File: config.mk
export PLATFORM = sky130hd
export DESIGN_NAME = hilo_mdu
export DESIGN_NICKNAME = d
export VERILOG_FILES = /design/src/rtl/hilo_mdu.sv
export SDC_FILE = /design/constraint.sdc
export NUM_CORES = 1
export LEC_CHECK = 0
export ABC_CLOCK_PERIOD_IN_PS = 8400
export BUFFER_PORTS_ARGS = -buffer_cell sky130_fd_sc_hd__buf_4
export CAP_MARGIN = 10
export CORE_ASPECT_RATIO = 0.5
export CORE_MARGIN = 3
export CORE_UTILIZATION = 65
export CTS_BUF_LIST = sky130_fd_sc_hd__clkbuf_2
export DETAILED_ROUTE_END_ITERATION = 16
export HOLD_SLACK_MARGIN = 0.06
export PLACE_DENSITY_LB_ADDON = 0.3
export RECOVER_POWER = 25
export SLEW_MARGIN = 10
export SYNTH_ARGS = -nofsm -noshare
export SYNTH_HDL_FRONTEND = slang
export SYNTH_SLANG_ARGS = --single-unit
export TNS_END_PERCENT = 30
File: constraint.sdc
create_clock -name clk -period 8.4 [get_ports clk]
set_input_delay 1.26 -clock clk [delete_from_list [all_inputs] [get_ports clk]]
set_output_delay 1.26 -clock clk [all_outputs]
set_load 0.05 [all_outputs]
File: src/rtl/hilo_mdu.sv
// hilo_mdu: architectural HI/LO registers with MTHI/MTLO, MFHI/MFLO and a 32-iteration shift-add MULT/MULTU
module hilo_mdu (
    input  logic        clk,
    input  logic        rst,
    input  logic        valid,
    input  logic [4:0]  alucontrol,
    input  logic        hilowrite,
    input  logic        hilosel,
    input  logic        ifhilo,
    input  logic [31:0] srca,
    input  logic [31:0] srcb,
    input  logic        flush,
    output logic        stall,
    output logic [31:0] hilo_rdata,
    output logic [31:0] hi,
    output logic [31:0] lo
);
    localparam logic [4:0] ALUCONTROL_MULT  = 5'b10000;
    localparam logic [4:0] ALUCONTROL_MULTU = 5'b10001;
    localparam logic [1:0] IDLE = 2'd0;
    localparam logic [1:0] MUL  = 2'd1;
    localparam logic [1:0] DONE = 2'd2;
    logic [1:0]  state;
    logic [4:0]  cnt;
    logic        neg;
    logic [63:0] acc;
    logic [63:0] mcand;
    logic [31:0] mplier;
    logic        is_mul;
    logic        is_signed;
    logic        start;
    logic        mt;
    logic [31:0] abs_a;
    logic [31:0] abs_b;
    logic [63:0] prod;
    always_comb begin
        is_mul     = alucontrol == ALUCONTROL_MULT || alucontrol == ALUCONTROL_MULTU;
        is_signed  = alucontrol == ALUCONTROL_MULT;
        start      = valid & hilowrite & is_mul & !flush & (state == IDLE);
        mt         = valid & hilowrite & !is_mul & !flush & (state == IDLE);
        stall      = start | ((state == MUL) & !flush);
        abs_a      = (is_signed & srca[31]) ? -srca : srca;
        abs_b      = (is_signed & srcb[31]) ? -srcb : srcb;
        prod       = neg ? -acc : acc;
        hilo_rdata = (valid & ifhilo) ? (hilosel ? hi : lo) : '0;
    end
    always_ff @(posedge clk) begin
        if (rst) begin
            state  <= IDLE;
            cnt    <= '0;
            neg    <= 1'b0;
            acc    <= '0;
            mcand  <= '0;
            mplier <= '0;
            hi     <= '0;
            lo     <= '0;
        end else if (state == IDLE) begin
            if (start) begin
                state  <= MUL;
                cnt    <= '0;
                neg    <= is_signed & (srca[31] ^ srcb[31]);
                acc    <= '0;
                mcand  <= {32'd0, abs_a};
                mplier <= abs_b;
            end else if (mt) begin
                if (hilosel) hi <= srca;
                else lo <= srca;
            end
        end else if (flush) begin
            state <= IDLE;
            cnt   <= '0;
        end else if (state == MUL) begin
            if (mplier[0]) acc <= acc + mcand;
            mcand  <= mcand << 1;
            mplier <= mplier >> 1;
            cnt    <= cnt + 5'd1;
            if (cnt == 5'd31) state <= DONE;
        end else begin
            // DONE: the multiply instruction is still in EX, so only write back and return to IDLE
            {hi, lo} <= prod;
            state    <= IDLE;
            cnt      <= '0;
        end
    end
endmodule
# --- Word-level counts from Yosys, hierarchy flattened ---
# Index checks and enable logic that the tools add are counted.
word_totals:
  ff_bits: 232
  wordCells: 90
  in_bits: 76
  output_inout_bits: 97
classes:
  n_bitwise: 14
  n_eq_ne: 12
  reduce_logical: 12
  muxes: 39
  add_sub_neg: 5
op_table:
  columns: ["operator", "n"]
  rows:
  - ["2-to-1 mux 32 bit", 20]
  - ["2-to-1 mux 64 bit", 10]
  - ["adder 64 bit", 1]
  - ["negator 32 bit", 2]
  - ["negator 64 bit", 1]
  - ["2-to-1 mux 5 bit", 4]
  - ["equality test 5 bit, second input constant", 3]
  - ["bitwise AND 1 bit", 12]
  - ["inequality test 2 bit, second input constant", 6]
  - ["2-to-1 mux 2 bit", 5]
  - ["AND reduction 5 bit", 2]
  - ["adder 5 x 1 -> 5 bit, second input constant", 1]
  - ["inequality test 4 x 3 -> 1 bit, second input constant", 1]
  - ["AND reduction 2 bit", 2]
  - ["AND reduction 4 bit", 1]
  - ["nonzero test 2 bit", 2]
  - ["AND reduction 3 bit", 1]
  - ["equality test 2 x 1 -> 1 bit, second input constant", 1]
  - ["logical NOT 1 bit", 2]
  - ["logical NOT 2 bit", 1]
  - ["inequality test 2 x 1 -> 1 bit, second input constant", 1]
  - ["logical OR 1 bit", 1]
  - ["OR 1 bit", 1]
  - ["bitwise XOR 1 bit", 1]

# --- Depth between registers and ports, before layout ---
depth:
  ltp_word: 9
  mapped_depth: 12
  depth_no_buf: 12

# --- Least setup slack after synthesis ---
# OpenSTA, ideal clock, no wires.
synth_path:
  path_type: "input to output"
  startpoint: "input alucontrol[1]"
  endpoint: "output stall"
  arrival_time_ps: 3368
  required_time_ps: 7140
  slack_ps: 3772
  cell_stages: 6
  path_cell_list: "or4b_1 clkbuf_1 nor4_1 nor2_1 inv_1 clkbuf_1"
synth_via:
  elab_chain_len: 6
  elab_cells_between_ends: 7
  cone_classes: "eq/ne (2); bitwise (4); reduce/logical (1)"
synth_lines:
  columns: ["item", "line_no", "text"]
  rows:
  - ["start: declaration", "6", "input logic [4:0] alucontrol,"]
  - ["equality test 5 bit", "37", "is_mul = alucontrol == ALUCONTROL_MULT || alucontrol == ALUCONTROL_MULTU;"]
  - ["logical OR 1 bit *", "37", null]
  - ["bitwise AND 1 bit * (3 in a row)", "39", "start = valid & hilowrite & is_mul & !flush & (state == IDLE);"]
  - ["OR 1 bit *", "41", "stall = start | ((state == MUL) & !flush);"]
  - ["end: declaration", "13", "output logic stall,"]
# Every way passes the cells marked *; elsewhere a longest branch is shown, timed or not.

# --- Worst setup path after layout ---
layout_path:
  startpoint: "register state[0]"
  endpoint: "register mcand[29]"
layout_via:
  elab_chain_len: 4
  elab_cells_between_ends: 8
  cone_classes: "eq/ne (3); mux (1); bitwise (1); reduce/logical (3)"
layout_lines:
  columns: ["item", "line_no", "text"]
  rows:
  - ["start: declaration", "23", "logic [1:0] state;"]
  - ["start signal: assignment", "49", "state <= IDLE;"]
  - ["start signal: assignment", "59", "state <= MUL;"]
  - ["start signal: assignment", "70", "state <= IDLE;"]
  - ["logical NOT 2 bit", "39, 57", null]
  - ["bitwise AND 1 bit", "39", null]
  - ["inequality test 2 bit (no source line)", null, null]
  - ["AND reduction 3 bit (no source line)", null, null]
  - ["end signal: assignment", "63", "mcand <= {32'd0, abs_a};"]
  - ["end signal: assignment", "74", "mcand <= mcand << 1;"]
  - ["end: declaration", "27", "logic [63:0] mcand;"]
# Several ways; a longest one is shown, not always the timed one.
# A chain may end at the register's enable or synchronous reset.

==> metrics.txt <==
run status finished, violations left; failing checks max-capacitance violations, max-slew violations; H-tree depth 2; Post-synth ARST share 0; most used flip-flop cell after synthesis dfxtp_1; max frequency 169 MHz; Synth Instances 2169; Peak VDD IR 0.0991 mV; clock transition at the registers of the reported paths 140 ps; post-DP HPWL 38600 microns; CTS tree done; synth warn 0; Met2 Wirelength 23000 microns; worst r2r path cells 8; R2R Path End mcand[29]$_SDFFE_PP0P_; WL met1 21600 microns; Leak 7.08 nW; GR Overflow Total 0; fraction of layout cells with a size suffix above 1 0.108; Total Routed Length 52400 microns; hold slack 454 ps; CP required 9050 ps; total number of vias 17.2k; reg-to-reg critical path startpoint state[0]$_SDFFE_PP0P_; Max Fanout on Critical Path 64; max-slew violation count 262; Core Rows 39; Max Cap Viol 5; chip height 117 microns; most frequent cells in the layout 317 x nor2_1, 242 x a21oi_1, 231 x dfxtp_1; Placeable Area 23500 sq um; Worst setup endpoint mcand[29]$_SDFFE_PP0P_; #FFs+latches synth 232; die area 26600 sq um; DIE WIDTH 228 microns; number of global-route vias before repair 15.3k; Residual DRC 0; r2r setup slk 2470 ps; clk_skew 111 ps; RSZ-0062 raised after global routing false; Top Layer Used met4; Least-Margin Pin Slew 3070 ps; Area after DPL 17300 sq um; postcts setup bufs 0; NumNets Final 2405; Core Util, Final 0.747; drt wl/cell 20.0 microns; Post-Place Cells 2535; Syn Area/Cell 7.37 sq um; pin count of the biggest net entering global routing 107; Starting Density 0.681; IO buf count 172; Pwr Total 2.00 mW; post-cts sizing count 0; critical path class register to register; Ports 173; Syn Std Cell Area 16000 sq um; fin cells 2620; Netlist cell types 76; minimum clock period 5930 ps; Min-Delay Path Class register to register; setup ws final 2470 ps; Routed Antenna Nets 0; initial antenna violation count 0; Critical Path Start state[0]$_SDFFE_PP0P_; clk root buf clkbuf_2; Area Growth Syn to Fin 9.68%; fin crit share 0.705; GRT Total Usage 0.376; Max clock buf depth 3; endpoint class of the critical path register; Final Hold Vio Count 0; syn_nets 2314; Sink Count 232; most common cell after layout, fill and taps aside nor2_1; routed wl met3 6400 microns; Max-slew headroom -1.05; Via density 6.56; EDFF count, synth 0; power density cells 114 nW/um^2; sequential-to-total area share from yosys stat 0.290; hold_buf cts 0; CTS buffer count 51; fin area 17500 sq um; final setup vio count 0; Critical Path Start Type register; WP data arrival 6570 ps; RePlAce Congestion 1.03; global-route wire length before repair 81700 microns; Setup TNS 0 ps; Place WS 3760 ps; initial DRC count 1902; clk_lat worst skew 940 ps; drt first pass iters 6; hold path start mcand[41]$_SDFFE_PP0P_
-- worst max-delay path, cell delays in order, from the launching register on --
cell,delay (ps)
dfxtp_1,550
or2_0,1840
clkbuf_1,1940
nor2_1,270
o31ai_1,300
o21ai_0,240
or3_1,350
o2111ai_1,120
a21oi_1,90
-- layer usage --
layer / GRT usage / vias up
li1: - / 8098
met1: 0.496 / 8033
met2: 0.607 / 936
met3: 0.0991 / 120
met4: 0.126 / 0
met5: 0 / -
-- registers in the layout, indices dropped and copies added, names as in the netlist --
register	cells
cnt	5
hi	32
mcand	64
neg	1
mplier	32
lo	32
state	2
acc	64
-- power breakdown --
group	total (mW)	switching [mW]	internal [mW]
Combinational	0.182	0.123	0.0594
Clock	0.699	0.483	0.217
Sequential	1.12	0.00773	1.11
Total	2.00	0.613	1.38
-- how the worst min path moves through the flow --
stage,endpoint,cells past startpoint
after floorplan,mcand[24]$_SDFFE_PP0P_,2
after global placement,hi[0]$_SDFFE_PP0P_,2
after detailed placement,mcand[57]$_SDFFE_PP0P_,2
after CTS,mcand[42]$_SDFFE_PP0P_,2
after global routing,mcand[42]$_SDFFE_PP0P_,2
final,mcand[42]$_SDFFE_PP0P_,2
-- Yosys cell counts (4+ instances only) --
cell	count	area share
and2_1	4	0.0016
nor2_1	319	0.075
o31ai_1	36	0.017
a211oi_1	86	0.040
buf_1	7	0.0016
a311oi_1	11	0.0060
inv_1	33	0.0077
o21ai_1	7	0.0022
and3_1	10	0.0039
a22oi_1	25	0.012
nand4_1	28	0.011
clkbuf_1	145	0.034
o21a_1	7	0.0033
xor2_1	109	0.060
or2_2	5	0.0020
o2111ai_1	7	0.0038
a221oi_1	20	0.011
mux2i_1	37	0.023
nor2b_1	10	0.0039
nand2_1	199	0.047
o21bai_1	20	0.0094
dfxtp_1	232	0.29
xnor2_1	41	0.022
a21oi_1	244	0.076
a21o_1	31	0.015
nor3_1	36	0.011
and4_1	7	0.0038
nor3b_1	4	0.0019
or4_1	13	0.0061
nor4_1	15	0.0059
o21ai_0	145	0.045
a31oi_1	11	0.0043
nor4_2	4	0.0031
o41ai_1	12	0.0066
or3_1	37	0.014
o211ai_1	4	0.0019
a22o_1	6	0.0033
ha_1	68	0.053
a211o_1	5	0.0027
nand3_1	64	0.020
nand2b_1	8	0.0031
-- cell families (layout without fill, tap and decap cells) --
group,count (synthesis),count (layout),share of synthesized area
fa+ha+maj,69,69,0.0544
mux,37,37,0.0232
xor+xnor,150,150,0.0821
simple gates,785,785,0.226
other cells,0,1,0
flops,232,232,0.290
compound gates,711,711,0.281
buf+inv,185,307,0.0434
-- cell type report --
type / count / area, sq um
Clock buffer: 67 / 335
Antenna cell: 1 / 2.50
Inverter: 33 / 124
Tap cell: 328 / 410
Fill cell: 1963 / 5930
Multi-Input combinational cell: 1752 / 10700
Sequential cell: 232 / 4650
Clock inverter: 17 / 71.3
Timing Repair Buffer: 190 / 1260
Note: power is estimated with default switching activity, not from simulation.
